## config.mk

```make
export PLATFORM = sky130hd
export DESIGN_NAME = mac_tx_framer
export DESIGN_NICKNAME = d
export VERILOG_FILES = /design/src/rtl/mac_tx_framer.sv
export SDC_FILE = /design/constraint.sdc
export NUM_CORES = 1
export LEC_CHECK = 0
export CAP_MARGIN = 20
export CORE_UTILIZATION = 26
export DETAILED_ROUTE_END_ITERATION = 6
export HOLD_SLACK_MARGIN = 0.15
export PLACE_DENSITY = 0.4
export SETUP_SLACK_MARGIN = 0.3
export SYNTH_ARGS = -nofsm -noshare
export SYNTH_HDL_FRONTEND = slang
export SYNTH_SLANG_ARGS = --single-unit
```

## constraint.sdc

```tcl
create_clock -name clk_40mhz -period 7.11 [get_ports clk_40mhz]
set_input_delay 1.7775 -clock clk_40mhz [delete_from_list [all_inputs] [get_ports clk_40mhz]]
set_output_delay 1.7775 -clock clk_40mhz [all_outputs]
set_load 0.05 [all_outputs]
```

## src/rtl/mac_tx_framer.sv

```systemverilog
// MAC transmit framer: buffers one client payload, wraps it as DEST/SRC/LEN/payload/CHK
// and streams it to the PHY byte interface with collision backoff and bounded retries.
module mac_tx_framer #(
    parameter logic [7:0]  MY_ADDR        = 8'h11,
    parameter int          MAX_LEN        = 64,
    parameter int          MAX_RETRY      = 7,
    parameter int          SLOT_CYCLES    = 256,
    parameter int          RESULT_TIMEOUT = 4096,
    parameter logic [15:0] LFSR_SEED      = 16'hACE1
) (
    input  logic       clk_40mhz,
    input  logic       reset,
    input  logic [7:0] s_data,
    input  logic       s_valid,
    input  logic       s_last,
    output logic       s_ready,
    input  logic [7:0] dest_addr,
    output logic [7:0] D_TX,
    output logic       D_TX_ready,
    input  logic       IB,
    input  logic       CD,
    input  logic       TX_success,
    output logic       busy,
    output logic       done,
    output logic       fail,
    output logic [3:0] retry_count
);
    localparam int AW = (MAX_LEN > 1) ? $clog2(MAX_LEN) : 1;
    localparam int BW = $clog2(1024 * SLOT_CYCLES + 1);
    localparam int TW = $clog2(RESULT_TIMEOUT + 1);

    typedef enum logic [2:0] {
        S_IDLE, S_LOAD, S_WAIT_IDLE, S_SEND, S_WAIT_RESULT, S_BACKOFF
    } state_t;

    state_t          r_state, w_state_next;
    logic [7:0]      r_dest, w_dest_next;
    logic [7:0]      r_len, w_len_next;
    logic [8:0]      r_cnt, w_cnt_next;
    logic [8:0]      r_idx, w_idx_next;
    logic [7:0]      r_sum, w_sum_next;
    logic [TW-1:0]   r_timer, w_timer_next;
    logic [BW-1:0]   r_backoff, w_backoff_next;
    logic [3:0]      r_retry, w_retry_next;
    logic [15:0]     r_lfsr;
    logic            r_s_ready;
    logic [7:0]      r_d_tx, w_d_tx_next;
    logic            r_d_tx_ready, w_d_tx_ready_next;
    logic            r_busy, r_done, w_done_next, r_fail, w_fail_next;

    logic [7:0]      r_buf [MAX_LEN];
    logic [7:0]      r_rd_data;
    logic            w_accept;
    logic [AW-1:0]   w_wr_addr, w_rd_addr;
    logic [7:0]      w_byte;
    logic [8:0]      w_frame_end;
    logic            w_attempt_fail;
    logic [3:0]      w_retry_inc;
    logic [9:0]      w_mask, w_k;

    assign w_accept    = s_valid & r_s_ready;
    assign w_wr_addr   = (r_state == S_IDLE) ? '0 : AW'(r_cnt);
    // Prefetch two indices ahead so the registered read lands as payload byte idx-3 is due.
    assign w_rd_addr   = AW'(r_idx - 9'd2);
    assign w_frame_end = {1'b0, r_len} + 9'd4;
    assign w_retry_inc = r_retry + 4'd1;
    assign w_mask      = (w_retry_inc >= 4'd10) ? 10'h3FF : ((10'd1 << w_retry_inc) - 10'd1);
    assign w_k         = r_lfsr[9:0] & w_mask;

    always_ff @(posedge clk_40mhz) begin
        if (w_accept) begin
            r_buf[w_wr_addr] <= s_data;
        end
        r_rd_data <= r_buf[w_rd_addr];
    end

    always_comb begin
        if (r_idx == 9'd1) begin
            w_byte = MY_ADDR;
        end else if (r_idx == 9'd2) begin
            w_byte = r_len;
        end else if (r_idx == {1'b0, r_len} + 9'd3) begin
            w_byte = ~r_sum;
        end else begin
            w_byte = r_rd_data;
        end
    end

    always_comb begin
        w_state_next      = r_state;
        w_dest_next       = r_dest;
        w_len_next        = r_len;
        w_cnt_next        = r_cnt;
        w_idx_next        = r_idx;
        w_sum_next        = r_sum;
        w_timer_next      = r_timer;
        w_backoff_next    = r_backoff;
        w_retry_next      = r_retry;
        w_d_tx_next       = r_d_tx;
        w_d_tx_ready_next = 1'b0;
        w_done_next       = 1'b0;
        w_fail_next       = 1'b0;
        w_attempt_fail    = 1'b0;
        case (r_state)
            S_IDLE: begin
                if (w_accept) begin
                    w_dest_next = dest_addr;
                    w_cnt_next  = 9'd1;
                    if (s_last || MAX_LEN == 1) begin
                        w_len_next   = 8'd1;
                        w_state_next = S_WAIT_IDLE;
                    end else begin
                        w_state_next = S_LOAD;
                    end
                end
            end
            S_LOAD: begin
                if (w_accept) begin
                    w_cnt_next = r_cnt + 9'd1;
                    if (s_last || w_cnt_next == 9'(MAX_LEN)) begin
                        w_len_next   = w_cnt_next[7:0];
                        w_state_next = S_WAIT_IDLE;
                    end
                end
            end
            S_WAIT_IDLE: begin
                if (IB) begin
                    w_d_tx_ready_next = 1'b1;
                    w_d_tx_next       = r_dest;
                    w_sum_next        = r_dest;
                    w_idx_next        = 9'd1;
                    w_state_next      = S_SEND;
                end
            end
            S_SEND: begin
                if (CD) begin
                    w_attempt_fail = 1'b1;
                end else if (r_idx == w_frame_end) begin
                    w_timer_next = '0;
                    w_state_next = S_WAIT_RESULT;
                end else begin
                    w_d_tx_ready_next = 1'b1;
                    w_d_tx_next       = w_byte;
                    w_sum_next        = r_sum + w_byte;
                    w_idx_next        = r_idx + 9'd1;
                end
            end
            S_WAIT_RESULT: begin
                if (CD) begin
                    w_attempt_fail = 1'b1;
                end else if (TX_success) begin
                    w_done_next  = 1'b1;
                    w_state_next = S_IDLE;
                end else if (r_timer == TW'(RESULT_TIMEOUT - 1)) begin
                    w_attempt_fail = 1'b1;
                end else begin
                    w_timer_next = r_timer + TW'(1);
                end
            end
            S_BACKOFF: begin
                if (r_backoff <= BW'(1)) begin
                    w_state_next = S_WAIT_IDLE;
                end else begin
                    w_backoff_next = r_backoff - BW'(1);
                end
            end
            default: w_state_next = S_IDLE;
        endcase

        // Buffer contents and LEN are kept, so a retransmission is byte-identical.
        if (w_attempt_fail) begin
            if (r_retry == 4'(MAX_RETRY)) begin
                w_fail_next  = 1'b1;
                w_state_next = S_IDLE;
            end else begin
                w_retry_next = w_retry_inc;
                if (w_k == 10'd0) begin
                    w_state_next = S_WAIT_IDLE;
                end else begin
                    w_backoff_next = BW'(w_k) * BW'(SLOT_CYCLES);
                    w_state_next   = S_BACKOFF;
                end
            end
        end

        if (w_state_next == S_IDLE) begin
            w_retry_next = 4'd0;
        end
    end

    always_ff @(posedge clk_40mhz or posedge reset) begin
        if (reset) begin
            r_state      <= S_IDLE;
            r_dest       <= 8'd0;
            r_len        <= 8'd0;
            r_cnt        <= 9'd0;
            r_idx        <= 9'd0;
            r_sum        <= 8'd0;
            r_timer      <= '0;
            r_backoff    <= '0;
            r_retry      <= 4'd0;
            r_lfsr       <= LFSR_SEED;
            r_s_ready    <= 1'b1;
            r_d_tx       <= 8'd0;
            r_d_tx_ready <= 1'b0;
            r_busy       <= 1'b0;
            r_done       <= 1'b0;
            r_fail       <= 1'b0;
        end else begin
            r_state      <= w_state_next;
            r_dest       <= w_dest_next;
            r_len        <= w_len_next;
            r_cnt        <= w_cnt_next;
            r_idx        <= w_idx_next;
            r_sum        <= w_sum_next;
            r_timer      <= w_timer_next;
            r_backoff    <= w_backoff_next;
            r_retry      <= w_retry_next;
            r_lfsr       <= {r_lfsr[14:0], r_lfsr[15] ^ r_lfsr[13] ^ r_lfsr[12] ^ r_lfsr[10]};
            r_s_ready    <= (w_state_next == S_IDLE) || (w_state_next == S_LOAD);
            r_d_tx       <= w_d_tx_next;
            r_d_tx_ready <= w_d_tx_ready_next;
            r_busy       <= (w_state_next != S_IDLE);
            r_done       <= w_done_next;
            r_fail       <= w_fail_next;
        end
    end

    assign s_ready     = r_s_ready;
    assign D_TX        = r_d_tx;
    assign D_TX_ready  = r_d_tx_ready;
    assign busy        = r_busy;
    assign done        = r_done;
    assign fail        = r_fail;
    assign retry_count = r_retry;
endmodule

```

Word-level counts from Yosys, hierarchy flattened
Memory sizes are Yosys's and may differ from the RTL's. A register that Yosys moved wholly into a read port is not among the register bits. Index checks and enable logic that the tools add are counted.

Output and inout bits: 17. RAM bits: 512. Memories: 1. Bits in registers: 110.

Memories: r_buf (words 64, bits a word 8, rd ports 1, clocked after memory_dff 1, wr ports 1, RTL line 51) `logic [7:0] r_buf [MAX_LEN];`.

Multiplexer cells: 68. Add/subtract/negate cells: 10. $lt $le $gt $ge: 2. Shift-type cells: 1. Equality and inequality tests: 25. Reductions and logical operators: 16. Bitwise gates (word level): 6.

Operators with widths (number): 2-to-1 mux 8 bit (12); 2-to-1 mux 19 bit (5); 2-to-1 mux 13 bit (5); case mux 8 bit (2 select lines) (3); 2-to-1 mux 9 bit (5); 2-to-1 mux 3 bit (12); case mux 9 bit (2 select lines) (2); case mux 13 bit (2 select lines) (1); != test 2 bit (second input constant) (11); less-or-equal comparator 19 x 1 -> 1 bit (second input constant) (1); subtractor 19 x 1 -> 19 bit (second input constant) (1); adder 9 x 1 -> 9 bit (second input constant) (2); equality test 9 bit (2); case mux 3 bit (6 select lines) (1); 2-to-1 mux 1 bit (14); adder 13 x 1 -> 13 bit (second input constant) (1); equality test 13 x 12 -> 1 bit (second input constant) (1); 2-to-1 mux 4 bit (3); AND 10 bit (1); logical NOT 10 bit (1); 2-to-1 mux 10 bit (1); << shifter 1 x 4 -> 10 bit (first input constant) (1); subtractor 10 x 1 -> 10 bit (second input constant) (1); adder 8 x 2 -> 9 bit (second input constant) (1); 28 further kinds (40).

Longest topological paths before layout
Gate-level depths: netlist of run 1.

Depth after elaboration: 12. Mapped depth: 21.

Least setup slack after synthesis of run 1
No wires, ideal clock.

Path kind: reg-to-reg. Start point: register r_retry[1], in the netlist retry_count[1]. End point: register r_backoff[13]. Path slack: 3226 ps. Buffers on the path: 1. Stages on the path, launching flop included: 15. Arrival time: 3759 ps. Path through: dfrtp_1 -> ha_1 -> clkbuf_1 -> and4_1 -> or2_2 -> nand2_1 -> ha_1 -> xor2_1 -> or4_1 -> mux2_2 -> a21oi_2 -> nand4_1 -> a21oi_2 -> a31oi_4 -> mux2_2.

Cells in the longest elaborated chain, start to end: 9. Elaborated cells on any way between the ends: 11. Those cells by class: 2 x add/sub; 1 x order compare; 1 x eq/ne; 1 x shift; 4 x mux; 1 x bitwise; 1 x reduce/logical.

Ends and longest elaborated chain: start: declaration (RTL line 44) `logic [3:0] r_retry, w_retry_next;`; start signal: assignment (RTL line 218) `r_retry <= w_retry_next;`; adder 4 x 1 -> 4 bit (RTL line 66) `assign w_retry_inc = r_retry + 4'd1;`; << shifter 1 x 4 -> 10 bit (RTL line 67) `assign w_mask = (w_retry_inc >= 4'd10) ? 10'h3FF : ((10'd1 << w_retry_inc) - 10'd1);`; subtractor 10 x 1 -> 10 bit (RTL line 67); 2-to-1 mux 10 bit (RTL line 67); AND 10 bit (RTL line 68) `assign w_k = r_lfsr[9:0] & w_mask;`; logical NOT 10 bit (RTL line 177) `if (w_k == 10'd0) begin`; 2-to-1 mux 19 bit (RTL line 177); 2-to-1 mux 19 bit (*) (RTL line 172) `if (r_retry == 4'(MAX_RETRY)) begin`; 2-to-1 mux 19 bit (*) (RTL line 171) `if (w_attempt_fail) begin`; net w_backoff_next[13] (RTL line 43) `logic [BW-1:0] r_backoff, w_backoff_next;`; end signal: assignment (RTL line 217) `r_backoff <= w_backoff_next;`; end: declaration (RTL line 43).

Mark *: on every way through the listed nets, which the timed path passes. The rest lies on a longest branch. A chain may end at the register's enable or synchronous reset.

Worst setup path after layout of run 1
Start point: register r_idx[3]. End point: register r_sum[7].

Cells in the longest elaborated chain, start to end: 8. Elaborated cells on any way between the ends: 13. Those cells by class: 1 x add/sub; 5 x eq/ne; 6 x mux; 1 x reduce/logical.

Ends and longest elaborated chain: start: declaration (RTL line 40) `logic [8:0] r_idx, w_idx_next;`; start signal: assignment (RTL line 214) `r_idx <= w_idx_next;`; equality test 9 bit (RTL line 82) `end else if (r_idx == {1'b0, r_len} + 9'd3) begin`; 2-to-1 mux 8 bit (RTL line 82); 2-to-1 mux 8 bit (RTL line 80) `end else if (r_idx == 9'd2) begin`; 2-to-1 mux 8 bit (RTL line 78) `if (r_idx == 9'd1) begin`; adder 8 bit (RTL line 144) `w_sum_next = r_sum + w_byte;`; 2-to-1 mux 8 bit (RTL line 138) `end else if (r_idx == w_frame_end) begin`; 2-to-1 mux 8 bit (RTL line 136) `if (CD) begin`; case mux 8 bit (2 select lines) (RTL line 104) `case (r_state)`; end signal: assignment (RTL line 215) `r_sum <= w_sum_next;`; end: declaration (RTL line 41) `logic [7:0] r_sum, w_sum_next;`.

Parallel ways exist; a longest one is shown, timed or not. The select of a mux whose other input is x is not followed.

==> metrics.md, run 1 <==
| Metric | Value |
|---|---|
| Status | `completed` |
| Primary flip-flop cell chosen by synthesis mapping | `edfxtp_1` |
| Final period utilization | `0.629` |
| Flop2flop setup slack | `2640 ps` |
| YS warnings | `0` |
| Fraction of final layout cells with drive strength greater than 1 | `0.202` |
| Total Negative Setup Slacks | `0 ps` |
| Port bufs | `39` |
| Cell area after technology mapping | `26800 um^2` |
| Max VDD drop | `285 uV` |
| Initial antenna violation count | `0` |
| Max-cap viol count | `0` |
| TritonCTS clock tree | `done` |
| Maximum number of buffers from clock root to sink | `3` |
| Cell leakage power | `0.0102 uW` |
| Startpoint Class | `register` |
| Count of distinct cell types in the synthesized netlist | `79` |
| R2r startpoint | `r_idx[3]$_DFFE_PP0P_` |
| Endpoint of the worst hold path | `r_lfsr[15]$_DFF_PP1_` |
| Global-route usage over all layers | `0.138` |
| Number of gates resized after cts | `0` |
| Hold crit path type | `register to register` |
| Bufs and invs on worst path | `1` |
| Number of levels in the clock H-tree | `3` |
| Number of synthesized flops with an enable pin | `512` |
| Final estimated routing congestion in global placement | `0.776` |
| Number of endpoints failing setup at the final stage | `0` |
| Capturing element type of the critical path | `register` |
| Number of fill cells in the layout | `9970` |
| Grt total ovfl | `0` |
| I/O pin cnt | `40` |
| Effective utilization at floorplan | `0.263` |
| Wire length on met2 | `32700 um` |
| Antenna diode count | `0` |
| Crit path largest cell delay | `730 ps` |
| Overall via count from detail_route | `14347` |
| Height of the chip | `323 um` |
| Core Area | `102000 um^2` |
| Power per unit of standard cell area | `386 nW/um^2` |
| Async set-or-reset flop fraction in the synthesized netlist | `0.175` |
| Top library cells by usage in the layout, fill and taps aside | `edfxtp_1 (512), mux4_2 (160), nor2_1 (138), dfrtp_1 (99), nand2_1 (94)` |
| Worst Skew | `26.9 ps` |
| Worst endpoint required time | `7670 ps` |
| Hold Vio Cnt, Final | `0` |
| Max-slew violation total from the final report | `0` |
| Number of cells after detailed placement | `2962` |
| Uppermost layer routed | `met4` |
| Startpoint of the tightest hold check path | `r_lfsr[14]$_DFF_PP0_` |
| Arr. time, crit path | `5040 ps` |
| Syn Nets | `1656` |
| Crit path cell chain | `nor4_1, nand3_1, o21ai_0, a21o_1, inv_1, ha_1, a21o_1, a21oi_1, o21bai_1, a2111oi_0, or3_1, o21ai_0, a211oi_1, nand3b_1` |
| Least-Margin Pin Slew | `1050 ps` |
| Detail Route Antenna Nets | `0` |
| Final routed wirelength across all metal layers | `70200 um` |
| Non-filler cells in the finished layout | `3096` |
| Cells after Synth | `1608` |
| Die Outline Area | `104000 um^2` |
| Standard-cell rows | `117` |
| Worst reg-to-reg path cell count | `14` |
| Post-CTS Setup Inserts | `0` |
| Register area share after synthesis | `0.684` |
| Critical setup path kind | `register to register` |
| Length of the first detailed-routing pass in iterations | `5` |
| Vias in the first global route | `14976` |
| Via/cell ratio | `4.63` |
| Capturing point of the worst reg2reg path | `r_sum[7]$_DFFE_PP0P_` |
| Number of violations reported at the end of detailed-routing iteration 0 | `1190` |
| Post-Synthesis Mean Instance Area | `16.6 um^2` |
| Total length of routed met3 wires | `3020 um` |
| Slowest library cell on the worst path | `nand3_1` |
| Worst-path fanout max | `26` |
| Cell chosen for the clock root | `clkbuf_16` |
| Worst-skew pair later-pin latency | `650 ps` |
| Cell area reported after detailed placement | `28700 um^2` |
| Flops & latches, synth | `630` |
| CTS Buf Count | `76` |
| Most common cell after layout, fill and taps aside | `edfxtp_1` |
| Post-route cell area | `31100 um^2` |
| Setup repair after global routing missed its margin | `no` |
| Worst relative slew slack | `0.301` |
| DRC violations left | `0` |
| Area added between synthesis and finish | `16.3%` |
| Clock-pin transition on the worst setup and hold timing paths | `60 ps` |
| Width of the die | `323 um` |
| Per-cell routed wire length | `22.7 um` |
| Post-route minimum period | `4470 ps` |
| Pin count of the biggest net entering global routing | `111` |
| Cell count of the worst hold path | `0` |
| Total of hold buffers inserted after clock tree synthesis | `0` |
| First-pass GRT wire length | `104000 um` |
| Largest delay share family, worst path | `compound AO/OA/AOI/OAI gates` |
| Total number of clock tree sinks | `630` |
| Placed wire-length estimate | `43500 um` |
| Number of nets in the final layout | `1720` |
| Maximum clock frequency | `0.224 GHz` |
| DRT met1 WL | `32600 um` |
## cells in the mapped netlist (all sizes together), types with 15 or more instances
cell type	count	share of area
a21oi	43	0.0086
nand4	15	0.0035
nand3	30	0.0056
mux2i	21	0.0079
nand2	95	0.013
o21ai	53	0.010
inv	34	0.0048
dfrtp	101	0.094
clkbuf	41	0.0058
xnor2	38	0.012
ha	24	0.011
edfxtp	512	0.57
xor2	30	0.0098
nor3	29	0.0054
nor2	138	0.019
a211oi	17	0.0053
mux4	160	0.13
buf	32	0.0061
## area by class of cell
type / instances / area (um^2) / share of cell area
clock buffer: 100 / 2070 / 0.0666
sequential: 630 / 18300 / 0.588
clock inverter: 34 / 345 / 0.0111
timing repair buffer: 59 / 520 / 0.0167
tap: 1368 / 1710 / 0.0550
multi-input combinational: 871 / 8030 / 0.258
inverter: 34 / 130 / 0.00418
## per-stage QoR
step	power, uW	util	hold slack, ps	worst slack, ps
finish	12000	0.305	357	2640
global route	12600	0.305	374	2170
CTS	12200	0.305	364	2630
detailed placement	8390	0.282	344	2410
global placement	8390	0.282	340	2430
floorplan	7050	-	333	2450
## registers in the layout, summed over array words and instances (netlist names), 4 cells and up
signal / flops
r_buf: 512
r_rd_data: 8
r_dest: 8
r_sum: 8
r_len: 8
r_timer: 13
r_backoff: 19
r_idx: 9
retry_count: 4
r_lfsr: 16
D_TX: 8
r_cnt: 9
## layer usage
metal  global-route usage  vias to the layer above
met2                0.216                      341
li1                     -                     6433
met1                0.192                     7478
met4               0.0469                        0
met3               0.0232                       95
met5                    0                        -
## where the power goes
group / leakage [uW] / total, uW / switching, uW / internal (uW)
Clock: 0.00119 / 3780 / 1570 / 2210
Combinational: 0.00297 / 3800 / 2180 / 1620
Sequential: 0.00601 / 4430 / 245 / 4180
Total: 0.0102 / 12000 / 3990 / 8020
## worst reg2reg max path: stages (launching register included)
cell and delay [ps]:
dfrtp_1 550, nor4_1 510, nand3_1 730, o21ai_0 450, a21o_1 170, inv_1 60
ha_1 280, a21o_1 180, a21oi_1 240, o21bai_1 130, a2111oi_0 450, or3_1 210
o21ai_0 120, a211oi_1 200, nand3b_1 130
## cell families (layout without fill, tap and decap cells)
logic type,Yosys count,after routing,share of synthesized area
buf+inv,107,227,0.0166
flops,630,630,0.684
xor+xnor,68,68,0.0223
compound gates,189,189,0.0475
fa+ha+maj,25,25,0.0120
simple gates,396,396,0.0700
mux,193,193,0.148
## worst max-delay path by stage
stage,depth (start not counted),endpoint,startpoint
final,14,r_sum[7]$_DFFE_PP0P_,r_idx[3]$_DFFE_PP0P_
after global routing,14,r_sum[7]$_DFFE_PP0P_,r_idx[3]$_DFFE_PP0P_
after CTS,14,r_sum[7]$_DFFE_PP0P_,r_idx[3]$_DFFE_PP0P_
after detailed placement,5,r_buf[15][6]$_DFFE_PP_,s_valid
after global placement,5,r_buf[47][5]$_DFFE_PP_,s_valid
after floorplan,1,D_TX[0]$_DFFE_PP0P_,reset
Note: power is estimated with default switching activity, not from simulation.
==> run 2, diff against run 1 <==
--- a/config.mk
+++ b/config.mk
@@ -9,7 +9,7 @@
 export CORE_UTILIZATION = 26
 export DETAILED_ROUTE_END_ITERATION = 6
 export HOLD_SLACK_MARGIN = 0.15
-export PLACE_DENSITY = 0.4
+export PLACE_DENSITY = 0.41
 export SETUP_SLACK_MARGIN = 0.3
 export SYNTH_ARGS = -nofsm -noshare
 export SYNTH_HDL_FRONTEND = slang
==> constraint.sdc (replaced) <==
create_clock -name clk_40mhz -period 4.1 [get_ports clk_40mhz]
set_input_delay 1.025 -clock clk_40mhz [delete_from_list [all_inputs] [get_ports clk_40mhz]]
set_output_delay 1.025 -clock clk_40mhz [all_outputs]
set_load 0.05 [all_outputs]
==> run 2 against run 1 <==
Non-clock buffer count is 141 higher. Combinational power increased by 92%. Worst setup slack worse by 2400 ps. Utilization is 1.2 points higher. Flip-flop and latch count stayed put. Sequential power increased by 70%. Clock power grew 72%. Cell count is 4.6% higher. Critical path type unchanged. Critical endpoint unchanged.
==> metrics.md, run 2 (same netlist as run 1, synthesis figures left out) <==
| Metric | Value |
|---|---|
| CTS Buf Count | `73` |
| Area added between synthesis and finish | `20.8%` |
| Hold Vio Cnt, Final | `0` |
| Internal power summed over all cells | `14400 uW` |
| Switching portion of total power | `0.324` |
| Total of hold buffers inserted after clock tree synthesis | `0` |
| Effective utilization at floorplan | `0.263` |
| Pin count of the biggest net entering global routing | `65` |
| Die Outline Area | `104000 um^2` |
| Fraction of final layout cells with drive strength greater than 1 | `0.275` |
| Vias in the first global route | `15687` |
| Hold crit path type | `register to register` |
| Switch Pwr | `6890 uW` |
| Maximum clock frequency | `0.261 GHz` |
| Per-cell routed wire length | `21.5 um` |
| Top flop regs | `r_buf x512, r_backoff x19, r_lfsr x16` |
| Startpoint Class | `register` |
| Global-route usage over all layers | `0.136` |
| Placed wire-length estimate | `45100 um` |
| Antenna diode count | `0` |
| Worst-skew pair later-pin latency | `630 ps` |
| Largest register by flop count | `r_buf` |
| Capturing element type of the critical path | `register` |
| Number of cells after detailed placement | `3077` |
| Number of nets in the final layout | `1858` |
| Length of the first detailed-routing pass in iterations | `5` |
| Worst hold slack across all endpoints | `351 ps` |
| Critical setup path kind | `register to register` |
| Least-Margin Pin Slew | `891 ps` |
| Max reg flops | `512` |
| Cell chosen for the clock root | `clkbuf_16` |
| Final estimated routing congestion in global placement | `0.762` |
| Clock power frac | `0.305` |
| Width of the die | `323 um` |
| Top library cells by usage in the layout, fill and taps aside | `edfxtp_1 (512), mux4_2 (160), buf_4 (150), nor2_1 (138), dfrtp_1 (96)` |
| Initial antenna violation count | `0` |
| Post-route minimum period | `3830 ps` |
| Clock-pin transition on the worst setup and hold timing paths | `60 ps` |
| Status | `completed` |
| Non-filler cells in the finished layout | `3238` |
| Max-cap viol count | `0` |
| Core Area | `102000 um^2` |
| Most common cell after layout, fill and taps aside | `edfxtp_1` |
| Total design power | `21300 uW` |
| Max-slew violation total from the final report | `0` |
| Worst-path fanout max | `3` |
| Number of levels in the clock H-tree | `3` |
| Total Negative Setup Slacks | `0 ps` |
| DRC violations left | `0` |
| Total number of clock tree sinks | `630` |
| Number of endpoints failing setup at the final stage | `0` |
| Power per unit of standard cell area | `659 nW/um^2` |
| Cell leakage power | `0.0109 uW` |
| Worst slack, placed | `138 ps` |
| Number of violations reported at the end of detailed-routing iteration 0 | `921` |
| Port bufs | `39` |
| TritonCTS clock tree | `done` |
| Final routed wirelength across all metal layers | `69500 um` |
| Setup repair after global routing missed its margin | `yes` |
| Overall via count from detail_route | `14850` |
| Flop2flop setup slack | `270 ps` |
| Worst endpoint required time | `4650 ps` |
| Maximum number of buffers from clock root to sink | `3` |
| Via/cell ratio | `4.59` |
| Grt total ovfl | `0` |
| First-pass GRT wire length | `104000 um` |
| Detail Route Antenna Nets | `0` |
| Worst Skew | `19.3 ps` |
| Relative contribution of combinational cells to total power | `0.343` |
| Final worst slack | `272 ps` |
| Final period utilization | `0.934` |
| I/O pin cnt | `40` |
| Number of fill cells in the layout | `10007` |
| Standard-cell rows | `117` |
| Register share of total power | `0.353` |
| Height of the chip | `323 um` |
| Arr. time, crit path | `4380 ps` |
| Max VDD drop | `392 uV` |
| Worst relative slew slack | `0.406` |
## run 2: cell count changes in the layout (fill, tap and decap cells not counted), sizes merged
cell,before,now
clkinv,26,32
clkbuf,100,95
inv,37,34
buf,28,169
bufinv,4,7
## run 2: timing repair
action | CTS | global route
setup endpoints to repair | 7 | 23
resized for setup | 11 | 28
pin swaps | 4 | 10
buffers inserted | 13 | 11
## run 2: area by class of cell
class	count	area, um^2	share of cell area
sequential	630	18300	0.567
multi-input combinational	871	8150	0.252
clock buffer	95	1980	0.0613
tap	1368	1710	0.0530
timing repair buffer	200	1630	0.0503
clock inverter	40	407	0.0126
inverter	34	131	0.00407
## run 2: per-layer routing
layer,up-vias,track usage,wire (um)
met5,-,0,0
met2,251,0.227,34200
met4,0,0.0387,1540
li1,6716,-,-
met3,98,0.0235,2660
met1,7785,0.180,31100
## run 2: final timing paths
| check | to | cells past startpoint | from |
|---|---|---|---|
| worst max-delay path | r_sum[7]$_DFFE_PP0P_ | 19 | r_len[0]$_DFFE_PP0P_ |
| worst min-delay path | r_lfsr[15]$_DFF_PP1_ | 0 | r_lfsr[14]$_DFF_PP0_ |
| worst max register to register | r_sum[7]$_DFFE_PP0P_ | 19 | r_len[0]$_DFFE_PP0P_ |
| worst min register to register | r_lfsr[15]$_DFF_PP1_ | 0 | r_lfsr[14]$_DFF_PP0_ |
| max in group asynchronous | r_lfsr[13]$_DFF_PP1_ | 3 | reset |
| min in group asynchronous | r_dest[3]$_DFFE_PP0P_ | 2 | reset |
## run 2: critical path: stages, from the launching register on
cell and delay, ps:
dfrtp_1 410, inv_2 90, ha_4 210, xnor2_2 140
a211oi_2 210, o211ai_1 110, and4b_2 330, nand2_4 70
mux2i_2 190, a21o_1 180, inv_1 50, ha_1 270
a21o_1 130, a21oi_2 70, o21bai_1 180, a2111oi_0 110
or3_1 340, or3_1 340, a211oi_1 210, nand3b_1 120
## run 2: power groups by stage
| stage | Clock (uW) | Sequential (uW) | Combinational, uW |
|---|---|---|---|
| 2_1_floorplan | 0 | 7710 | 4520 |
| 3_3_place_gp | 0 | 7630 | 7270 |
| 3_5_place_dp | 0 | 7640 | 7250 |
| 4_1_cts | 6720 | 7510 | 7360 |
| 5_1_grt | 6920 | 7550 | 8000 |
| 6_report | 6490 | 7510 | 7300 |
## run 2: per-stage QoR
step	util	instance area (um^2)
2_1_floorplan	-	26800
6_report	0.317	32300
4_1_cts	0.315	32100
3_5_place_dp	0.290	29600
5_1_grt	0.317	32300
3_3_place_gp	0.290	29600
